--- src/rtl/spike_rate_encoder.sv ---
// Rate-coded spike encoder: scans the pixel buffer once per timestep and emits AER events.
// Optional end-of-timestep marker events are built when SPK_EOT_MARKER_EN is defined.
module spike_rate_encoder #(
  parameter int NUM_PIXELS = 256,
  parameter int PIX_W      = 8,
  parameter int ADDR_W     = 8,
  parameter int NUM_STEPS  = 16,
  parameter int STEP_W     = 4
) (
  input  logic              ACLK,
  input  logic              ARESETN,
  input  logic              start,
  output logic              busy,
  output logic              done,
  output logic              pix_ren,
  output logic [ADDR_W-1:0] pix_raddr,
  input  logic [PIX_W-1:0]  pix_rdata,
  output logic              aer_valid,
  input  logic              aer_ready,
  output logic [ADDR_W-1:0] aer_addr,
  output logic [STEP_W-1:0] aer_ts,
  output logic              aer_eot
);

  localparam int PROD_W = PIX_W + STEP_W + 1;
  localparam logic [ADDR_W-1:0] PIX_LAST  = ADDR_W'(NUM_PIXELS - 1);
  localparam logic [STEP_W-1:0] STEP_LAST = STEP_W'(NUM_STEPS - 1);

  typedef enum logic [2:0] {
    IDLE, READ, EVAL, EMIT, DONE
`ifdef SPK_EOT_MARKER_EN
    , MARK
`endif
  } state_t;

  typedef struct packed {
    logic [ADDR_W-1:0] addr;
    logic [STEP_W-1:0] ts;
  } aer_evt_t;

  state_t            state, state_n;
  logic [ADDR_W-1:0] pix;
  logic [STEP_W-1:0] t;
  aer_evt_t          evt;
  logic              busy_q, done_q;
  logic [PROD_W-1:0] prod_cur, prod_nxt;
  logic              spike, adv, start_ok, pix_last, step_last;

  // start coinciding with the done pulse must not relaunch
  assign start_ok  = (state == IDLE) && start && !done_q;
  assign pix_last  = (pix == PIX_LAST);
  assign step_last = (t == STEP_LAST);

  // spike when floor(t*p/2^PIX_W) steps up between t and t+1
  assign prod_cur = PROD_W'(t) * PROD_W'(pix_rdata);
  assign prod_nxt = prod_cur + PROD_W'(pix_rdata);
  assign spike    = (prod_nxt >> PIX_W) != (prod_cur >> PIX_W);

  always_comb begin
    state_n = state;
    adv     = 1'b0;
    case (state)
      IDLE: if (start_ok) state_n = READ;
      READ: state_n = EVAL;
      EVAL: if (spike) state_n = EMIT; else adv = 1'b1;
      EMIT: if (aer_ready) adv = 1'b1;
`ifdef SPK_EOT_MARKER_EN
      MARK: if (aer_ready) state_n = step_last ? DONE : READ;
`endif
      DONE: state_n = IDLE;
      default: state_n = IDLE;
    endcase
    if (adv) begin
      if (!pix_last) state_n = READ;
`ifdef SPK_EOT_MARKER_EN
      else state_n = MARK;
`else
      else state_n = step_last ? DONE : READ;
`endif
    end
  end

  always_ff @(posedge ACLK or negedge ARESETN) begin
    if (!ARESETN) begin
      state  <= IDLE;
      pix    <= '0;
      t      <= '0;
      evt    <= '0;
      busy_q <= 1'b0;
      done_q <= 1'b0;
    end else begin
      state  <= state_n;
      done_q <= (state == DONE);
      if (start_ok) begin
        pix    <= '0;
        t      <= '0;
        busy_q <= 1'b1;
      end else if (state == DONE) begin
        busy_q <= 1'b0;
      end
      if (state == EVAL && spike) evt <= '{addr: pix, ts: t};
      if (adv) begin
        if (!pix_last) begin
          pix <= pix + ADDR_W'(1);
        end else begin
          pix <= '0;
`ifdef SPK_EOT_MARKER_EN
          evt <= '{addr: '0, ts: t};
`else
          if (!step_last) t <= t + STEP_W'(1);
`endif
        end
      end
`ifdef SPK_EOT_MARKER_EN
      if (state == MARK && aer_ready && !step_last) t <= t + STEP_W'(1);
`endif
    end
  end

  assign busy      = busy_q;
  assign done      = done_q;
  assign pix_ren   = (state == READ);
  assign pix_raddr = pix;
  assign aer_addr  = evt.addr;
  assign aer_ts    = evt.ts;
`ifdef SPK_EOT_MARKER_EN
  assign aer_valid = (state == EMIT) || (state == MARK);
  assign aer_eot   = (state == MARK);
`else
  assign aer_valid = (state == EMIT);
  assign aer_eot   = 1'b0;
`endif

endmodule

--- config.mk ---
export PLATFORM = sky130hd
export DESIGN_NAME = spike_rate_encoder
export DESIGN_NICKNAME = d
export VERILOG_FILES = /design/src/rtl/spike_rate_encoder.sv
export SDC_FILE = /design/constraint.sdc
export NUM_CORES = 1
export LEC_CHECK = 0
export ABC_AREA = 1
export BUFFER_PORTS_ARGS = -buffer_cell sky130_fd_sc_hd__buf_2
export CELL_PAD_IN_SITES_DETAIL_PLACEMENT = 0
export CELL_PAD_IN_SITES_GLOBAL_PLACEMENT = 1
export CORE_ASPECT_RATIO = 1.4
export CORE_MARGIN = 2
export CORE_UTILIZATION = 43
export CTS_BUF_LIST = sky130_fd_sc_hd__clkbuf_4 sky130_fd_sc_hd__clkbuf_8
export CTS_CLUSTER_DIAMETER = 150
export DETAILED_ROUTE_END_ITERATION = 7
export PLACE_DENSITY_LB_ADDON = 0.1
export SLEW_MARGIN = 0
export SYNTH_ARGS = -nofsm -noshare
export SYNTH_HDL_FRONTEND = slang
export SYNTH_SLANG_ARGS = --single-unit
--- constraint.sdc ---
create_clock -name ACLK -period 4.9 [get_ports ACLK]
set_clock_uncertainty 0.05 [all_clocks]
set_input_delay 0.245 -clock ACLK [delete_from_list [all_inputs] [get_ports ACLK]]
set_output_delay 0.245 -clock ACLK [all_outputs]
set_load 0.02 [all_outputs]
==> results.txt, run 1 <==
- The via count of the first global-routing pass came to 2028.
- Clock H-tree levels: 2
* Cell count after synthesis: 309
* Achievable frequency: 234 MHz
- The clock network burns 28.5% of the power.
* Fraction of the yosys area taken by sequential cells: a little under a third
- Worst hold path type: input port to flop
* Setup violators final: 0
- Outcome: completed
- Placed cell areas: between 0.002 and 0.003 mm²
- Final GP Congestion: 0.808
- Final critical-path required period: between 4000 and 5000 ps
- The count of nets left with antenna violations once routing finished came out at 0.
- Buffer levels on the longest clock path: 2
- Crit-path max FO: 22
- Sum of routed wire length over all layers: 5130 µm
* Num ports: 37
- Seq pwr share: 31.1%
- Critical Path, Cell by Cell: nand2_1, inv_1, fa_1, inv_1, fa_1, inv_1, ha_1, nand2_1, nor2_1, a211oi_1, o21ai_0, xor2_1, ha_1, a21o_1, nor2_1, nand2_1, nand2_2, o21ai_0
* Iteration count of the initial detailed-routing pass: 4
* Clock latency reported for the late side of the worst-skew pair: about 280 ps
- Synthesis inferred 29 register bits.
- Area growth, synth to finish: 15.2%
* Layout cell share with drive strength beyond 1: 17.6%
- Global routing consumed, on the met1 layer, 18.9% of the routing resources.
- Global routing met3 resource utilization: 1.98%
- Port buffering added 35 buffers.
- Fraction of power spent switching nets: about two fifths
* Global routing usage summed across all routing layers: 18.6%
- Final-stage net count: 386
- Dpl ws: 597 ps
- The internal portion of the total power is 619 µW.
- Filler cell count: 556
- First-pass GRT wire length: 8680 µm
* Non-Filler Instances: 412
- Post-CTS repair changed the size of 0 cells.
- TritonCTS clock tree: built
- The total count of hold-check failures in the final report is 0.
- For met2 alone, demand over resource in global routing was 36.8%.
- CP top delay family: adder cells
- Crit. End Element: flop
- Clock-pin slew was measured on the worst setup and hold paths at ~70 ps.
- dfrtp_1 takes more of the synthesized area than any other cell.
- Total clock buffers created by CTS: 5
- The Yosys step of the flow raised 0 warnings.
- In this run, placement finished with an instance count of 403.
- Number of inserted diodes: 0
- After the first detailed-routing iteration, the DRC count stood at 37.
* GRT Max-Usage Layer: met2
- WS Path Type: flop to flop
- In the final layout, the multi-input gates occupy 0.00132 mm².
* Top post-synthesis cells by area: dfrtp_1 31%, nand2_1 16%, ha_1 9.6%
- The critical path contains buffers and inverters numbering 3 combined.
* Ratio of routed vias to standard cells: 4.77
- Unrepaired setup endpoints after global routing: false
- The number of hold buffers added after CTS was 1.
* Area of all sequential standard cells: 726 µm²
* Cell type of the slowest stage on the worst timing path: fa_1
* Post-route cell area: 0.00269 mm²
- After detailed routing, the average wire length per cell comes to roughly 12 µm.
- Combinational logic burns 40.4% of the power.
- For the pin with the worst max-slew slack, the measured transition is roughly 680 ps.
- Leaving out fill and tap cells, the most frequent cell in the layout is nand2_1.
* Post-synth design cell area: 0.00234 mm²
- Net switching component of the power: 408 µW
- Starting density of the core: 45.0%
* Library cell used as clock root buffer: clkbuf_8
* Worst slew margin: 54.9%
- After legalization and detailed placement, the total HPWL measured 4080 µm.
- The number of antenna violations at the first check in global routing was 0.
* Data required time of the worst path: about 5000 ps
* Horiz. Die Dim: roughly 66 µm
* Static leakage: 1.66 nW
* Top library cells by usage in the layout, fill and taps aside: 99 x nand2_1, 60 x inv_1, 35 x buf_2
* PnR Total Power: 1.03 mW
- The floorplan has 31 rows.
- Pin count of the biggest net entering global routing: 30
- The final-report max-slew violation count came to 0.
* Max-Cap Viols: 0
- Floorplan die area: ~0.0061 mm²
- Core area: just over 0.005 mm²
- After detailed routing, the number of remaining DRC violations is 0.
- Post-Syn Nets: between 300 and 400
* Total setup buffers inserted after CTS: 0
- Sum Neg Setup Slack: 0 ps
* CP peak stage delay: 520 ps
* Max rail drop VDD: 0.000255 V
- CTS Sinks: 29
- Final period utilization: 87.3%
- Vertical die dimension: ~91 µm
- Total grt overflow: 0
- The final route contains between 1500 and 2000 vias.
- Number of different library cells in the post-synthesis netlist: 34
- Critical path launch point type: flop
* Cell area power density: 381 mW/mm²
- Fraction of post-synthesis cell area in the top cell type by area: a little under a third
* Avg Inst Size Synth: around 7.6 µm²
* Final worst setup slack: 623 ps
* Data arrival time at the worst-slack endpoint: 4380 ps
-- final timing paths --
check                          start      endpoint  slack, ps  cells after the start
max                             t[3]     aer_ts[0]        620                     18
min                        aer_ready      state[0]        220                      4
max reg2reg                     t[3]     aer_ts[0]        620                     18
min reg2reg                aer_ts[3]     aer_ts[3]        420                      2
max in group asynchronous    ARESETN  pix_raddr[3]       3860                      2
min in group asynchronous    ARESETN          busy        490                      2
-- flip-flops by register name, indices dropped and copies added, names as in the netlist --
name	cells
done	1
aer_ts	4
t	4
aer_addr	8
pix_raddr	8
busy	1
state	3
-- power groups by stage --
stage / clock, mW / combinational [mW] / sequential, mW
after floorplan: 0 / 0.283 / 0.361
after global placement: 0 / 0.422 / 0.325
after detailed placement: 0 / 0.420 / 0.324
after CTS: 0.299 / 0.422 / 0.320
after global routing: 0.305 / 0.471 / 0.327
final: 0.292 / 0.415 / 0.319
-- layout make-up --
| type | count | area share [%] |
|---|---|---|
| well taps | 66 | 3.07 |
| inverters | 62 | 8.73 |
| flip-flops and latches | 29 | 26.9 |
| clock buffers | 5 | 2.55 |
| multi-input cells | 210 | 49.1 |
| repair buffers | 37 | 7.15 |
| clock inverters | 3 | 2.42 |
-- metal layers --
layer / part of all wire [%] / wire length, µm
met5: 0 / 0
met1: 40 / 2060
met4: 1.8 / 93
met2: 56 / 2880
met3: 1.8 / 93
-- kinds of logic after synthesis --
group                      share of synthesized area [%]
xor gates and xnor gates                            2.62
and+or+nand+nor                                     28.6
other                                              0.160
buffers and inverters                               12.4
DFF                                                 31.0
AOI/OAI and AO/OA                                   6.15
adders and majority gates                           19.0
-- synthesized netlist by cell type, drive strengths merged --
library cell / number
clkbuf: 3
conb: 1
nor3: 4
nor2: 17
a211oi: 1
nand3: 19
xor2: 4
nand2: 103
inv: 62
a21o: 1
nand4: 2
buf: 5
dfrtp: 29
o21ai: 20
xnor2: 3
a21oi: 5
ha: 18
or2: 1
fa: 11
-- worst register-to-register path: cells and delay by family, from the launching register on --
| kind | cells | cell delay, ps |
|---|---|---|
| flip-flops | 1 | 480 |
| buffers and inverters | 3 | 140 |
| AND/OR/NAND/NOR | 6 | 840 |
| AO/OA/AOI/OAI | 4 | 790 |
| XOR/XNOR | 1 | 170 |
| adder cells (fa/ha/maj) | 4 | 1670 |
-- through the flow --
stage	hold slack, ps	util, %
finish	220	51.8
global route	261	51.8
CTS	210	51.8
detailed placement	262	49.1
global placement	264	49.1
floorplan	-101	-
Note: power is estimated with default switching activity, not from simulation.
==> inputs of run 2 (changes only) <==
ABC_AREA = default   (was 1)
CORE_UTILIZATION = 45   (was 43)
MAX_ROUTING_LAYER = met4   (was default)
==> run 2 against run 1 <==
Effect of this change: sequential cell count stayed put; maximum frequency is 6.2% lower; combinational power is 49% lower; core utilization is 2.2 points higher; critical path depth is 2 lower; total power is 29% lower; design area is 3.7% lower; register-to-register slack worse by 280 ps; first-iteration DRC count is 51% higher; clock power is 32% lower; synthesized cell count is 28% lower; largest cell class unchanged; largest power group is now sequential cells.
==> results.txt, run 2 <==
* Horiz. Die Dim: 63.4 µm (-4.4%)
- Smallest hold slack: 453 ps (+233 ps)
- The number of flops mapped to enable cells by yosys is 0 (unchanged).
* Data arrival time at the worst-slack endpoint: 4670 ps (+290 ps)
* Dominant combinational cell family by area after synthesis: adder cells
- Floorplan die area: 0.00553 mm² (-8.6%)
* Most common cell in the synthesized netlist: dfrtp_1
- CTS Sinks: 29 (unchanged)
* Max-Cap Viols: 0 (unchanged)
- Unrepaired setup endpoints after global routing: false
- The number of warnings reported in the yosys synthesis log came to 0 (unchanged).
* Relative contribution of the clock network to total power: 27.5% (-1.0 points)
- The post-layout utilization of the core is 54.0% (+2.2 points).
- The leakage power is 1.40 nW (-15%).
- Pin count of the biggest net entering global routing: 30 (unchanged)
- Vias in the first global route: 1784 (-12%)
- Final-report hold violation count: 0 (unchanged)
- The number of distinct standard cells referenced by the synthesized netlist was 45 (+32%).
* Post-Syn Nets: 264 (-25%)
- Cell type of the slowest stage on the worst timing path: fa_1
- The routed wirelength normalized by instance count is 14.9 µm (+19%).
- Seq pwr share: 43.4% (+12 points)
- Crit. End Element: flop
- Start point of the worst hold path: aer_addr[1]
- The total number of vias was 1702 (-13%).
- The top cell types in the final layout, fill and taps aside, are 35 x buf_2, 29 x dfrtp_1, 28 x inv_1.
- The final global-route overflow total was 0 (unchanged).
* Relative contribution of combinational cells to total power: 29.1% (-11 points)
* Internal power component: 459 µW (-26%)
- The power density relative to cell area was 281 mW/mm² (-26%).
* Critical Path Start: t[3]
- Library cell used as clock root buffer: clkbuf_8
- The number of setup violations in the final report is 0 (unchanged).
- The switching share of power came to 36.9% (-2.9 points).
- Final GP Congestion: 0.812 (+0.46%)
- Leading cell type in the layout, fill and taps excluded: buf_2
- End point of the critical path: t[3]
- Starting density of the core: 46.3% (+1.3 points)
* Global routing usage summed across all routing layers: 20.3% (+1.6 points)
- Core area: 0.00480 mm² (-7.6%)
- Fraction of the yosys area taken by sequential cells: 32.6% (+1.6 points)
- The post-placement worst setup slack was 222 ps (-375 ps).
* Layout cell share with drive strength beyond 1: 24.5% (+6.9 points)
* Cell type with the largest total area after synthesis: dfrtp_1
* Vertical die dimension: 87.2 µm (-4.5%)
- TritonCTS built the clock tree.
- The worst slew margin relative to its limit was 51.5% (-3.5 points).
* Buffer levels on the longest clock path: 2 (unchanged)
- Num ports: 37 (unchanged)
- The multiplexer share of the synthesized area came to 8.66% (+8.7 points).
* Flip-flop cell with the highest count after synthesis: dfrtp_1
- CP peak stage delay: 530 ps (about the same)
- Iteration count of the initial detailed-routing pass: 4 (unchanged)
- The critical path data required time came to 5010 ps (about the same).
- Avg Inst Size Synth: 9.98 µm² (+32%)
* Number of cells on the worst reg-to-reg path: 16 (-2)
* Area growth, synth to finish: 16.6%
* Share of synthesized cell area in and, or, nand and nor gates: 18.4% (-10 points)
* Synth Register Bits: 29 (unchanged)
- Critical path launch point type: flop
- The number of buffers inserted during clock tree synthesis was 5 (unchanged).
- The clock latency on the worst-skew pair came to 270 ps (about the same).
* Final worst setup slack: 340 ps (-283 ps)
- Row count: 30 (-3.2%)
* Sum Neg Setup Slack: 0 ps (unchanged)
* Synthesized-area fraction occupied by xor and xnor cells: 1.97% (-0.65 points)
* Filler cell count: 501 (-9.9%)
- Number of inserted diodes: 0 (unchanged)
- The number of antenna violations at the first check in global routing came to 0 (unchanged).
- First-pass GRT wire length: 8460 µm (-2.5%)
- Number of I/O port buffers: 35 (unchanged)
- Post-synthesis adder-cell area fraction: 20.0% (+0.97 points)
- Post-synth design cell area: 0.00222 mm² (-4.9%)
- The H-tree depth reported by CTS was 2 (unchanged).
* Remaining antenna violation count after routing: 0 (unchanged)
- Stages on worst setup path: 16 (-2)
- Reg-to-reg slack, setup: 340 ps (-280 ps)
- Cell Count Post-Placement: 321 (-20%)
- The initial detailed-routing violation count came to 56 (+51%).
- The fmax came to 219 MHz (-6.2%).
- WS Path Type: flop to flop
* Fraction of registers with async set/reset: 100% (unchanged)
* Worst hold path type: flop to flop
- Slew of the pin with the lowest slew margin: 726 ps (+50.3 ps)
- The post-layout net count is 306 (-21%).
- The final critical path time including I/O delays and setup is 4560 ps (+283 ps).
- The total detailed-routing wirelength is 4890 µm (-4.8%).
- Leading post-synthesis cells by instance count: 29 x dfrtp_1, 28 x inv_1, 20 x and2_1
- The fraction of the mapped netlist area in compound gates came to 11.8% (+5.6 points).
* Ratio of routed vias to standard cells: 5.17 (+8.4%)
* Fraction of post-synthesis cell area in the top cell type by area: 32.6% (+1.6 points)
* Total setup buffers inserted after CTS: 0 (unchanged)
* Top post-synthesis cells by area: dfrtp_1 33%, ha_1 10%, fa_1 9.9%
- The final standard cell count with taps included and fillers excluded is 329 (-20%).
- The DRC violation count after routing is 0 (unchanged).
- Detail Placement HPWL: 3750 µm (-8.0%)
- The reported net switching power was 268 µW (-34%).
* Crit-path max FO: 3 (-86%)
- Max rail drop VDD: 0.000240 V (-6.2%)
* Total count of max-transition violations in the final report: 0 (unchanged)
- Final period utilization: 93.1% (+5.8 points)
- The startpoint identified for the worst register-to-register timing path is t[3].
- Buffers & Inverters on Critical Path: 2 (-1)
* Critical Path, Cell by Cell: and2_1, fa_1, inv_1, fa_1, inv_1, ha_1, a21oi_1, o21bai_1, a21oi_1, xnor2_1, ha_1, a211o_1, a211oi_2, a2111oi_2, or4_1, a31o_2
- Outcome: completed
- Cell count after synthesis: 223 (-28%)
* Capture point of the worst reg-to-reg path: t[3]
- CP top delay family: adder cells
- The clock-pin slew on the worst setup and hold paths is 60 ps (about the same).
## run 2: routing by layer
layer  global-route usage, %  wire length, µm
met1                    21.4             1970
met2                    38.3             2760
met3                    2.72               95
met4                    7.11               65
met5                       -                0
## run 2: worst register-to-register path: stages (launching register included)
cell	delay, ps
dfrtp_1	400
and2_1	170
fa_1	530
inv_1	50
fa_1	520
inv_1	40
ha_1	320
a21oi_1	240
o21bai_1	100
a21oi_1	170
xnor2_1	140
ha_1	260
a211o_1	320
a211oi_2	260
a2111oi_2	120
or4_1	500
a31o_2	250
## run 2: worst min-delay path by stage
stage | end | slack (ps) | depth (start not counted)
global placement | aer_addr[5] | 260 | 1
floorplan | aer_addr[0] | -100 | 0
CTS | aer_addr[1] | 460 | 1
detailed placement | busy | 260 | 1
global route | aer_addr[4] | 480 | 1
finish | aer_addr[1] | 450 | 1
## run 2: logic make-up (layout without fill, tap and decap cells)
kind of cell,Yosys count,count (layout)
buffers and inverters,35,77
muxes,14,14
adders and majority gates,29,29
AOI/OAI and AO/OA,36,36
xor gates and xnor gates,5,5
DFF,29,29
other,1,1
and+or+nand+nor,74,74
## run 2: area by class of cell
class,count,area (µm²),share of cell area [%]
Inverter,28,105,4.05
Tap cell,64,80.1,3.09
Sequential cell,29,726,28.0
Multi-Input combinational cell,159,1360,52.5
Clock buffer,7,90.1,3.47
Timing Repair Buffer,42,230,8.88
## run 2: per-stage QoR
step / instance area (µm²) / power [mW]
3_3_place_gp: 2490 / 0.534
4_1_cts: 2590 / 0.737
6_report: 2590 / 0.728
3_5_place_dp: 2490 / 0.533
5_1_grt: 2590 / 0.779
2_1_floorplan: 2220 / 0.450
## run 2: power by group through the flow
| stage | logic, mW | registers (mW) | clock network, mW |
|---|---|---|---|
| 2_1_floorplan | 0.117 | 0.333 | 0 |
| 5_1_grt | 0.238 | 0.325 | 0.216 |
| 3_5_place_dp | 0.212 | 0.321 | 0 |
| 3_3_place_gp | 0.213 | 0.321 | 0 |
| 4_1_cts | 0.214 | 0.316 | 0.207 |
| 6_report | 0.212 | 0.316 | 0.200 |
## run 2: timing repair
action / in CTS / in global routing
endpoints found under the hold margin: 29 / 0
hold buffers: 1 / 0
endpoints found under the setup margin: 0 / 23
resized for setup: 0 / 2
